## src/rtl/avalon_host_dma.sv

```systemverilog
// Avalon-MM block-transfer host: writes incrementing bytes or reads a block
// back with a running sum, one transaction per cycle, checking every response.
module avalon_host_dma #(
  parameter int ADDR_W = 10,
  parameter int LEN_W  = ADDR_W + 1
) (
  input  logic              clk,
  input  logic              rst,
  input  logic              start,
  input  logic              op,
  input  logic [ADDR_W-1:0] base_addr,
  input  logic [LEN_W-1:0]  length,
  input  logic [7:0]        seed,
  output logic              busy,
  output logic              done,
  output logic              err,
  output logic [ADDR_W-1:0] err_addr,
  output logic              rd_valid,
  output logic [7:0]        rd_data,
  output logic [15:0]       sum,
  output logic [ADDR_W-1:0] av_address,
  output logic              av_read,
  output logic              av_write,
  output logic [7:0]        av_writedata,
  input  logic [7:0]        av_readdata,
  input  logic [1:0]        av_response
);

  typedef enum logic [1:0] {
    S_IDLE,
    S_ISSUE,
    S_DRAIN,
    S_DONE
  } state_e;

  state_e            state_q, state_d;
  logic              op_q, op_d;
  logic [LEN_W-1:0]  cnt_q, cnt_d;
  logic [ADDR_W-1:0] addr_q, addr_d;
  logic [7:0]        wdata_q, wdata_d;
  logic              rd_q, rd_d;
  logic              wr_q, wr_d;
  logic              chk_q, chk_d;
  logic [ADDR_W-1:0] chk_addr_q, chk_addr_d;
  logic              busy_q, busy_d;
  logic              done_q, done_d;
  logic              err_q, err_d;
  logic [ADDR_W-1:0] err_addr_q, err_addr_d;
  logic              rd_valid_q, rd_valid_d;
  logic [7:0]        rd_data_q, rd_data_d;
  logic [15:0]       sum_q, sum_d;

  always_comb begin
    state_d    = state_q;
    op_d       = op_q;
    cnt_d      = cnt_q;
    addr_d     = addr_q;
    wdata_d    = wdata_q;
    rd_d       = rd_q;
    wr_d       = wr_q;
    busy_d     = busy_q;
    done_d     = 1'b0;
    err_d      = err_q;
    err_addr_d = err_addr_q;
    rd_valid_d = 1'b0;
    rd_data_d  = rd_data_q;
    sum_d      = sum_q;
    // Response of the request seen on the bus last cycle arrives now.
    chk_d      = rd_q | wr_q;
    chk_addr_d = addr_q;

    if (chk_q) begin
      if (av_response != 2'b00 && !err_q) begin
        err_d      = 1'b1;
        err_addr_d = chk_addr_q;
      end
      if (op_q) begin
        rd_valid_d = 1'b1;
        rd_data_d  = av_readdata;
        sum_d      = sum_q + 16'(av_readdata);
      end
    end

    unique case (state_q)
      S_IDLE: begin
        rd_d = 1'b0;
        wr_d = 1'b0;
        if (start) begin
          err_d  = 1'b0;
          sum_d  = 16'h0;
          busy_d = 1'b1;
          if (length != '0) begin
            op_d       = op;
            err_addr_d = '0;
            addr_d     = base_addr;
            wdata_d    = seed;
            cnt_d      = length - LEN_W'(1);
            rd_d       = op;
            wr_d       = !op;
            state_d    = S_ISSUE;
          end else begin
            state_d = S_DONE;
          end
        end
      end
      S_ISSUE: begin
        if (cnt_q == '0) begin
          rd_d    = 1'b0;
          wr_d    = 1'b0;
          state_d = S_DRAIN;
        end else begin
          addr_d  = addr_q + ADDR_W'(1);
          wdata_d = wdata_q + 8'd1;
          cnt_d   = cnt_q - LEN_W'(1);
        end
      end
      S_DRAIN: begin
        state_d = S_DONE;
      end
      S_DONE: begin
        done_d  = 1'b1;
        busy_d  = 1'b0;
        state_d = S_IDLE;
      end
      default: begin
        state_d = S_IDLE;
      end
    endcase
  end

  always_ff @(posedge clk or posedge rst) begin
    if (rst) begin
      state_q    <= S_IDLE;
      op_q       <= 1'b0;
      cnt_q      <= '0;
      addr_q     <= '0;
      wdata_q    <= 8'h0;
      rd_q       <= 1'b0;
      wr_q       <= 1'b0;
      chk_q      <= 1'b0;
      chk_addr_q <= '0;
      busy_q     <= 1'b0;
      done_q     <= 1'b0;
      err_q      <= 1'b0;
      err_addr_q <= '0;
      rd_valid_q <= 1'b0;
      rd_data_q  <= 8'h0;
      sum_q      <= 16'h0;
    end else begin
      state_q    <= state_d;
      op_q       <= op_d;
      cnt_q      <= cnt_d;
      addr_q     <= addr_d;
      wdata_q    <= wdata_d;
      rd_q       <= rd_d;
      wr_q       <= wr_d;
      chk_q      <= chk_d;
      chk_addr_q <= chk_addr_d;
      busy_q     <= busy_d;
      done_q     <= done_d;
      err_q      <= err_d;
      err_addr_q <= err_addr_d;
      rd_valid_q <= rd_valid_d;
      rd_data_q  <= rd_data_d;
      sum_q      <= sum_d;
    end
  end

  assign busy         = busy_q;
  assign done         = done_q;
  assign err          = err_q;
  assign err_addr     = err_addr_q;
  assign rd_valid     = rd_valid_q;
  assign rd_data      = rd_data_q;
  assign sum          = sum_q;
  assign av_address   = addr_q;
  assign av_read      = rd_q;
  assign av_write     = wr_q;
  assign av_writedata = wdata_q;

endmodule

```

## config.mk

```make
export PLATFORM = sky130hd
export DESIGN_NAME = avalon_host_dma
export DESIGN_NICKNAME = d
export VERILOG_FILES = /design/src/rtl/avalon_host_dma.sv
export SDC_FILE = /design/constraint.sdc
export NUM_CORES = 1
export LEC_CHECK = 0
export ABC_AREA = 1
export CAP_MARGIN = 20
export CORE_MARGIN = 2
export CORE_UTILIZATION = 58
export CTS_BUF_LIST = sky130_fd_sc_hd__clkbuf_4
export DETAILED_ROUTE_END_ITERATION = 16
export PLACE_DENSITY = 0.89
export SETUP_SLACK_MARGIN = 0.5
export SLEW_MARGIN = 20
export SYNTH_ARGS = -nofsm -noshare
export SYNTH_HDL_FRONTEND = slang
export SYNTH_SLANG_ARGS = --single-unit
```

## constraint.sdc

```tcl
create_clock -name clk -period 7.2 [get_ports clk]
set_input_delay 1.44 -clock clk [delete_from_list [all_inputs] [get_ports clk]]
set_output_delay 1.44 -clock clk [all_outputs]
set_load 0.05 [all_outputs]
```

Word-level counts from Yosys, hierarchy flattened
Index checks and enable logic that the tools add are counted.

Reductions and logical operators: 15. Bitwise gates (word level): 1. Muxes and demuxes: 41. $add $sub $neg: 5. Eq/ne operators: 7.

Operators by type and width (number): $mux W10 (8); $mux W16 (4); $mux W11 (3); $mux W8 (3); $pmux W11 S2 (1); $sub A11 B1 Y11 const B (2); $pmux W10 S2 (1); $add A16 B8 Y16 (1); $pmux W8 S2 (1); $mux W1 (13); $logic_not A11 Y1 (1); $reduce_bool A11 Y1 (1); $add A10 B1 Y10 const B (1); $add A8 B1 Y8 const B (1); $ne A2 B2 Y1 const B (4); $pmux W2 S4 (1); $reduce_and A2 Y1 (4); $mux W2 (3); $pmux W1 S2 (3); $reduce_bool A2 Y1 (3); $eq A2 B2 Y1 const B (2); $reduce_and A4 Y1 (1); $reduce_and A3 Y1 (1); $eq A2 B1 Y1 const B (1); other kinds (4) (5).

Logic and storage cells: 85. Register bits: 83. Output and inout bits: 58.

Depth between registers and ports, before layout
Gate-level depths: netlist (run 1).

Depth in word-level cells: 7. Gate-level depth with buffers: 13.

Worst setup path after synthesis (run 1)
No wires, ideal clock.

Path kind: input -> register. Start: input port av_readdata[0]. End: register sum_q[14] (netlist: sum[14]). Path slack: 4.517 ns. Cell stages on the path: 10. Path buffers: 0. Arrival time: 2.566 ns. Setup time: 0.117 ns. Cell sequence: ha_1 fa_1 nand2_1 nand2_1 nand3_1 nand2_1 nand3_1 nand2_1 nand2_1 nor2_1.

Longest elaborated chain between the ends: 5.

RTL lines: start, declared (line 25) `input logic [7:0] av_readdata,`; $add A16 B8 Y16 (*) (line 80) `sum_d = sum_q + 16'(av_readdata);`; $mux W16 (*) (line 77) `if (op_q) begin`; $mux W16 (*) (line 72) `if (chk_q) begin`; $mux W16 (line 88) `if (start) begin`; $mux W16 (*) (line 84) `unique case (state_q)`; via sum_d[14] (line 51) `logic [15:0] sum_q, sum_d;`; end signal, assigned (line 165) `sum_q <= sum_d;`; end, declared (line 51).

The timed path passes the listed nets; every way through them passes the cells marked *. A chain may end at the register's enable or synchronous reset.

Worst setup path after layout (run 1)
Start: register addr_q[5] (netlist: av_address[5]). End: output port av_address[5].

RTL lines: start, declared (line 39) `logic [ADDR_W-1:0] addr_q, addr_d;`; start signal, assigned (line 153) `addr_q <= addr_d;`; end, declared (line 21) `output logic [ADDR_W-1:0] av_address,`.

No word-level cell between the ends.

==> impl_metrics.csv, run 1 <==
group,metric,value,unit
place,post_dp_cell_area,0.005933,sq mm
timing,slew_headroom,0.4259,
worst_setup_path,cp-end-kind,"output port",
timing,worstMarginPinSlew,0.8603,ns
worst_setup_path,r2r-start,"state_q[1]",
grt,grt_pass1_vias,4507,
worst_setup_path,slowest_delay,0.87,ns
hold_path,hp-class,"register to register",
pwr,cellLeakagePower,0.003180,uW
routing,dr.pass1.iters,5,
synthesis,synthCells,687,
worst_setup_path,crit_type,"register to output port",
worst_setup_path,cp_top_family,"buffers and inverters",
timing,timing.hold.ws,0.4757,ns
clock_tree,cts_tree,"done",
synthesis,synth_ff_type,"dfrtp_1",
job,maxCapViolCount,0,
synthesis,async_reset_ff_frac,1.000,
synthesis,syn-num-nets,746,
timing,final.setup.tns,0,ns
clock_tree,cts_root_buf,"clkbuf_4",
finish,multi_input_area,0.002312,sq mm
worst_setup_path,r2r_cells,10,
floorplan,core,0.008217,sq mm
finish,fillCellCount,652,
pwr,power_density,487.4,mW/mm^2
routing,ant_nets,0,
routing,wirelength,11770,microns
finish,num-nets-final,839,
clock_tree,cts_sinks,83,
clock_tree,post-cts-setup-buffer-count,0,
floorplan,die_w,96.14,microns
hold_path,whs_path_depth,0,
synthesis,synth_edf_count,0,
routing,avgViaCountPerCell,5.309,
worst_setup_path,cp_max_fo,8,
hold_path,min_from,"av_address[3]",
run_status,status,"finished clean",
clock_tree,cts_resized,0,
worst_setup_path,cp_num_cells,1,
floorplan,die-area,0.009242,sq mm
floorplan,die_y,96.14,microns
timing,drv_slew,0,
synthesis,ys_ff_latch,83,
clock_tree,clk_path_buf_depth,2,
worst_setup_path,slowest_stage,"clkdlybuf4s50_1",
synthesis,seq_area_frac_synth,0.4219,
worst_setup_path,critical_path_buf_inv_count,1,
timing,min_period,3.276,ns
finish,final_common_cell,"nand2_1",
finish,final_cell_mix,"nand2_1 (253), inv_1 (101), clkdlybuf4s50_1 (100)",
place,io_buffers,100,
place,place_hpwl,8732,microns
worst_setup_path,reg2reg_slack,4.28,ns
synthesis,synthesis.area,0.004923,sq mm
finish,seqCellArea,0.002077,sq mm
worst_setup_path,cp.arrival,1.84,ns
timing,skew,0.02431,ns
clock_tree,worstSkewPairLatency,0.45,ns
synthesis,synth.avg_cell_area,7.167,sq um
clock_tree,ctsHoldBuffers,0,
floorplan,rows,33,
worst_setup_path,cp_cell_sequence,"clkdlybuf4s50_1",
timing,hold_viol,0,
clock_tree,htreeDepth,3,
synthesis,yosys_warnings,0,
grt,antenna_found_initial,0,
timing,rsz0062_at_grt,"no",
place,gp_congestion,0.9058,
timing,fmax,305.3,MHz
grt,grt_start_max_net_pins,84,
grt,grt_pass1_wl,19380,microns
worst_setup_path,required,5.76,ns
worst_setup_path,start_kind,"register",
finish,stdcell_area,0.006075,sq mm
finish,syn_to_final_growth,23.38,%
finish,layout-drive-gt1-share,0.06624,
floorplan,pin_count,101,
pwr,ir_drop,0.2725,mV
grt,overflow,0,
routing,drt-initial-drc-count,252,
worst_setup_path,rr_endpoint,"cnt_q[10]",
timing,fin_crit_sh,0.4550,
routing,drc,0,
hold_path,min_to,"chk_addr_q[3]",
finish,antenna_cells,0,
synthesis,yosysUniqueCellTypes,36,
floorplan,start_util,0.5992,
routing,via_count,4725,
clock_tree,cts_made_buffers,9,
clock_tree,path_clk_slew,0.15,ns
timing,setup_viol,0,
routing,wl_per_cell,13.22,microns
grt,grt_usage,0.2662,
through the flow:
step           setup slack (ns)  utilization  power, uW  instances
6_report                  3.924       0.7393       2961        890
2_1_floorplan             3.623            -       2212        687
5_1_grt                   3.844       0.7393       3188        890
4_1_cts                   3.936       0.7388       2958        890
3_3_place_gp              3.883       0.7221       2620        874
3_5_place_dp              3.800       0.7221       2697        874
routing by layer:
metal	GRT usage	share of wire	up-vias
li1	-	-	2309
met1	0.3189	0.41	2225
met2	0.4774	0.52	164
met3	0.03837	0.051	27
met4	0.1083	0.022	0
met5	0	0	-
cells in the mapped netlist (all sizes together) (2+ instances only):
library cell	instances	area [sq um]
a21boi	2	15.01
a21oi	10	50.05
buf	16	123.9
clkbuf	4	15.01
dfrtp	83	2077
ha	15	187.7
inv	104	390.4
nand2	268	1049
nand3	52	270.3
nand3b	6	45.04
nand4	8	50.05
nor2	48	209.0
nor3	3	15.01
o21ai	50	280.3
or2	5	31.28
xnor2	3	26.28
xor2	4	35.03
power by group:
group	internal, uW	switching, uW
combinational	588	1270
sequential	673	172
clock	79.7	180
total	1340	1620
cell families (layout without fill, tap and decap cells):
logic type,after synthesis,after routing,share of synthesized area
AND/OR/NAND/NOR,390,390,0.3390
buffers and inverters,125,223,0.1085
AO/OA/AOI/OAI,66,66,0.07599
XOR/XNOR,7,7,0.01245
adder cells (fa/ha/maj),16,16,0.04219
flip-flops,83,83,0.4219
worst max-delay path by stage:
stage / startpoint / endpoint / slack, ns
2_1_floorplan: rst / av_address[0] / 3.62
3_3_place_gp: length[0] / cnt_q[10] / 3.88
3_5_place_dp: length[1] / av_writedata[0] / 3.80
4_1_cts: av_address[5] / av_address[5] / 3.94
5_1_grt: av_address[5] / av_address[5] / 3.84
6_report: av_address[5] / av_address[5] / 3.92
registers in the layout, summed over array words and instances, names as in the netlist, 2 cells and up:
| signal | count |
|---|---|
| chk_addr_q | 10 |
| rd_data | 8 |
| cnt_q | 11 |
| sum | 16 |
| state_q | 2 |
| av_writedata | 8 |
| err_addr | 10 |
| av_address | 10 |
area by class of cell:
| class | instances | area share |
|---|---|---|
| tap | 105 | 0.02163 |
| inverter | 105 | 0.06529 |
| multi-input combinational | 479 | 0.3806 |
| clock buffer | 9 | 0.01112 |
| sequential | 83 | 0.3419 |
| clock inverter | 7 | 0.01153 |
| timing repair buffer | 102 | 0.1679 |
No activity file was read; power rests on OpenSTA's default activity.
==> run 2, diff against run 1 <==
Settings changed: CORE_UTILIZATION 58 to 48, PLACE_DENSITY 0.89 to 0.78.
Clock period 7.2 ns to 2.9 ns, I/O delays scaled along.
==> impl_metrics.csv, run 2 (same netlist as run 1, synthesis figures left out) <==
group,metric,value,unit
grt,antenna_found_initial,0,
floorplan,die_w,105.3,microns
finish,final_cell_mix,"nand2_1 (253), inv_1 (101), clkdlybuf4s50_1 (93)",
pwr,power_frac_clock,0.116,
clock_tree,cts_sinks,83,
worst_setup_path,required,2.32,ns
clock_tree,post-cts-setup-buffer-count,0,
worst_setup_path,crit_path_start,"av_address[0]",
worst_setup_path,cp.arrival,1.77,ns
floorplan,die_y,105.3,microns
clock_tree,cts_made_buffers,9,
pwr,cellLeakagePower,0.003320,uW
finish,layout-drive-gt1-share,0.07332,
clock_tree,worstSkewPairLatency,0.45,ns
clock_tree,htreeDepth,3,
finish,stdcell_area,0.006241,sq mm
routing,drc,0,
pwr,combPwrFrac,0.609,
pwr,p_sw,3996,uW
timing,fmax,425.2,MHz
worst_setup_path,r2r-start,"state_q[1]",
pwr,seqPwrFrac,0.276,
timing,skew,0.01548,ns
finish,largest_reg_flops,16,
place,place_hpwl,8523,microns
place,io_buffers,100,
worst_setup_path,crit_type,"register to output port",
grt,grt_pass1_wl,20010,microns
grt,grt_start_max_net_pins,47,
finish,syn_to_final_growth,26.76,%
worst_setup_path,reg2reg_slack,0.76,ns
timing,min_period,2.352,ns
routing,wirelength,11820,microns
worst_setup_path,start_kind,"register",
timing,worstMarginPinSlew,0.6351,ns
grt,grt_pass1_vias,4484,
timing,fin_crit_sh,0.8110,
hold_path,min_from,"av_address[1]",
worst_setup_path,cp_cell_sequence,"clkdlybuf4s50_1",
pwr,internal-power,3620,uW
finish,antenna_cells,0,
floorplan,start_util,0.4991,
worst_setup_path,cp_num_cells,1,
hold_path,hp-class,"register to register",
floorplan,core,0.009864,sq mm
floorplan,rows,36,
finish,num-nets-final,845,
place,gp_congestion,0.8427,
timing,rsz0062_at_grt,"no",
routing,ant_nets,0,
place,post_dp_cell_area,0.006021,sq mm
clock_tree,clk_path_buf_depth,2,
timing,final.setup.tns,0,ns
timing,hold_viol,0,
clock_tree,path_clk_slew,0.15,ns
routing,via_count,4600,
floorplan,pin_count,101,
pwr,power_density,1220,mW/mm^2
worst_setup_path,cp-end-kind,"output port",
pwr,p_sw_frac,0.5247,
hold_path,whs_path_depth,0,
routing,wl_per_cell,12.79,microns
worst_setup_path,cp_top_family,"buffers and inverters",
timing,drv_slew,0,
job,maxCapViolCount,0,
pwr,ir_drop,0.6278,mV
finish,final_common_cell,"nand2_1",
hold_path,min_to,"chk_addr_q[1]",
worst_setup_path,rr_endpoint,"cnt_q[8]",
run_status,status,"finished clean",
routing,dr.pass1.iters,4,
worst_setup_path,r2r_cells,12,
worst_setup_path,slowest_stage,"clkdlybuf4s50_1",
clock_tree,ctsHoldBuffers,0,
grt,grt_usage,0.2204,
routing,drt-initial-drc-count,260,
timing,setup_viol,0,
worst_setup_path,cp_max_fo,6,
worst_setup_path,critical_path_buf_inv_count,1,
timing,slew_headroom,0.5753,
place,dp_cells,907,
finish,final_cells,924,
grt,overflow,0,
clock_tree,cts_tree,"done",
worst_setup_path,slowest_delay,0.85,ns
floorplan,die-area,0.01108,sq mm
clock_tree,cts_root_buf,"clkbuf_4",
routing,avgViaCountPerCell,4.978,
pwr,power,7617,uW
## run 2: per-layer routing
layer	GRT usage	vias to the layer above	routed length, microns
met2	0.3728	132	5754
met1	0.2761	2128	5116
met5	0	-	0
li1	-	2315	-
met4	0.09143	0	269
met3	0.04205	25	678
## run 2: what timing repair did
action,CTS,global route
setup endpoints to repair,1,20
resized for setup,1,7
pin swaps,0,1
cloned,0,1
endpoints found under the hold margin,0,0
## run 2: layout make-up
class | instances | area (sq um)
tap | 133 | 166.4
timing repair buffer | 107 | 1084
multi-input combinational | 480 | 2323
fill | 859 | 3623
clock inverter | 7 | 123.9
inverter | 105 | 399.1
clock buffer | 9 | 67.56
sequential | 83 | 2077
## run 2: worst max path at each step
| stage | to |
|---|---|
| 2_1_floorplan | sum[14] |
| 3_3_place_gp | cnt_q[10] |
| 3_5_place_dp | sum[8] |
| 4_1_cts | av_address[2] |
| 5_1_grt | av_address[0] |
| 6_report | av_address[0] |
## run 2: metrics by stage
step / utilization / hold slack [ns] / worst slack [ns]
6_report: 0.6327 / 0.4782 / 0.5481
5_1_grt: 0.6327 / 0.4915 / 0.5003
4_1_cts: 0.6296 / 0.4777 / 0.5070
3_5_place_dp: 0.6104 / 0.4481 / 0.4221
3_3_place_gp: 0.6104 / 0.4350 / 0.4519
2_1_floorplan: - / 0.4491 / 0.9767
## run 2: power groups by stage
stage               clock network, uW  logic [uW]  registers [uW]
floorplan                           0        2320            3170
global placement                    0        4480            2090
detailed placement                  0        4590            2120
CTS                               894        4610            2100
global route                      942        5120            2170
finish                            880        4640            2100
==> run 3, diff against run 2 <==
Clock period 2.9 ns to 2 ns, I/O delays scaled along.
==> impl_metrics.csv, run 3 (same netlist as run 1, synthesis figures left out) <==
group,metric,value,unit
run_status,status,"finished clean",
finish,largest_reg_flops,16,
worst_setup_path,crit_type,"register to register",
pwr,power_density,1803,mW/mm^2
finish,final_cell_mix,"nand2_1 (225), inv_1 (92), buf_4 (92)",
finish,layout-drive-gt1-share,0.3428,
pwr,p_sw,6888,uW
grt,grt_start_max_net_pins,84,
floorplan,rows,36,
finish,syn_to_final_growth,53.11,%
finish,num-nets-final,935,
hold_path,hp-class,"input port to register",
finish,fin_util,0.7642,
worst_setup_path,cp-end-kind,"register",
clock_tree,cts_sinks,83,
worst_setup_path,r2r_cells,9,
clock_tree,cts_root_buf,"clkbuf_4",
timing,fin_crit_sh,0.9029,
timing,rsz0062_at_grt,"yes",
routing,dr.pass1.iters,6,
floorplan,die-area,0.01108,sq mm
timing,hold_viol,0,
timing,drv_slew,0,
routing,ant_nets,0,
routing,drt-initial-drc-count,314,
clock_tree,cts_tree,"done",
floorplan,core,0.009864,sq mm
grt,grt_pass1_vias,4764,
floorplan,pin_count,101,
pwr,p_sw_frac,0.5067,
pwr,ir_drop,1.019,mV
routing,avgViaCountPerCell,5.137,
pwr,combPwrFrac,0.698,
timing,fin_ws,0.1943,ns
routing,drc,0,
timing,min_period,1.806,ns
timing,fmax,553.8,MHz
pwr,cellLeakagePower,0.003909,uW
clock_tree,cts_made_buffers,9,
grt,antenna_found_initial,0,
worst_setup_path,reg2reg_slack,0.19,ns
worst_setup_path,required,2.38,ns
floorplan,start_util,0.4991,
routing,wirelength,14920,microns
timing,worstMarginPinSlew,0.4595,ns
place,pre_cts_ws,-0.1396,ns
worst_setup_path,cp_max_fo,6,
worst_setup_path,r2r-start,"state_q[0]",
hold_path,min_to,"rd_data[7]",
routing,via_count,5209,
floorplan,die_y,105.3,microns
clock_tree,htreeDepth,3,
routing,wl_per_cell,14.72,microns
timing,skew,0.01518,ns
worst_setup_path,rr_endpoint,"cnt_q[8]",
finish,final_common_cell,"nand2_1",
finish,antenna_cells,0,
timing,slew_headroom,0.6937,
hold_path,whs_path_depth,3,
place,io_buffers,100,
floorplan,die_w,105.3,microns
clock_tree,clk_path_buf_depth,2,
grt,grt_pass1_wl,21650,microns
clock_tree,worstSkewPairLatency,0.48,ns
pwr,seqPwrFrac,0.222,
pwr,power_frac_clock,0.080,
hold_path,min_from,"av_readdata[7]",
worst_setup_path,start_kind,"register",
job,maxCapViolCount,0,
timing,setup_viol,0,
place,place_hpwl,8857,microns
place,gp_congestion,0.8719,
clock_tree,path_clk_slew,0.15,ns
grt,grt_usage,0.2406,
worst_setup_path,cp.arrival,2.19,ns
grt,overflow,0,
pwr,internal-power,6705,uW
[run 3: cell count changes in the layout (fill, tap and decap cells not counted), sizes merged]
| cell | previous run | this run |
|---|---|---|
| clkinv | 3 | 2 |
| clkinvlp | 1 | 2 |
| clkdlybuf4s50 | 93 | 41 |
| bufinv | 3 | 1 |
| buf | 7 | 150 |
| dlymetal6s2s | 6 | 1 |
| dlygate4sd2 | 1 | 0 |
| clkbuf | 9 | 13 |
| nor2 | 49 | 50 |
| inv | 105 | 107 |
[run 3: area by class of cell]
type / count / area (sq um)
fillers: 698 / 2326
multi-input cells: 481 / 2779
clock inverters: 7 / 83.83
inverters: 105 / 410.4
well taps: 133 / 166.4
flip-flops and latches: 83 / 2107
clock buffers: 9 / 67.56
repair buffers: 196 / 1924
[run 3: per-layer routing]
layer,wire length [microns],global-route usage,share of wire,vias up
met5,0,0,0,-
met4,322,0.07619,0.022,0
met3,823,0.03834,0.055,31
met2,8029,0.4452,0.54,181
met1,5747,0.2832,0.39,2495
li1,-,-,-,2502
[run 3: worst max-delay path, cell delays in order (launching register included)]
cell and delay [ns]:
dfrtp_1 0.46, ha_4 0.24, clkbuf_16 0.18, o21ai_4 0.20, ha_4 0.18, nand2_4 0.06, nor2_4 0.13, nand3b_1 0.11
nand3_1 0.09, nand2_1 0.05
[run 3: power groups by stage]
stage | registers, uW | logic (uW) | clock network [uW]
3_5_place_dp | 3130 | 7150 | 0
5_1_grt | 3100 | 10100 | 1160
4_1_cts | 2980 | 8050 | 1090
2_1_floorplan | 4670 | 3610 | 0
6_report | 3020 | 9480 | 1090
3_3_place_gp | 3100 | 6950 | 0
[run 3: how the worst max path moves through the flow]
| stage | from | to | slack, ns | cells after the start |
|---|---|---|---|---|
| finish | state_q[0] | cnt_q[8] | 0.19 | 9 |
| global route | state_q[0] | cnt_q[9] | 0.10 | 10 |
| CTS | av_address[9] | av_address[9] | 0.25 | 1 |
| detailed placement | av_readdata[0] | sum[12] | -0.14 | 10 |
| global placement | av_readdata[0] | sum[8] | -0.07 | 10 |
| floorplan | state_q[1] | cnt_q[8] | 0.27 | 11 |
[run 3: what timing repair did]
| item | in CTS | in global routing |
|---|---|---|
| pin swaps | 12 | 39 |
| gates resized for setup | 311 | 102 |
| setup buffers | 40 | 36 |
| cloned | 2 | 5 |
| endpoints found under the setup margin | 108 | 96 |
| hold buffers | 0 | 0 |
[run 3: through the flow]
stage          instances  area, sq um  total power (uW)  hold WS, ns  TNS [ns]
2_1_floorplan        687         5147              8273       0.4491         0
3_3_place_gp         915         6312             10050       0.4152   -0.3140
3_5_place_dp         915         6312             10280       0.4232    -1.288
4_1_cts              973         6827             12120       0.4016         0
5_1_grt             1014         7538             14390       0.2450         0
6_report            1014         7538             13590       0.2402         0
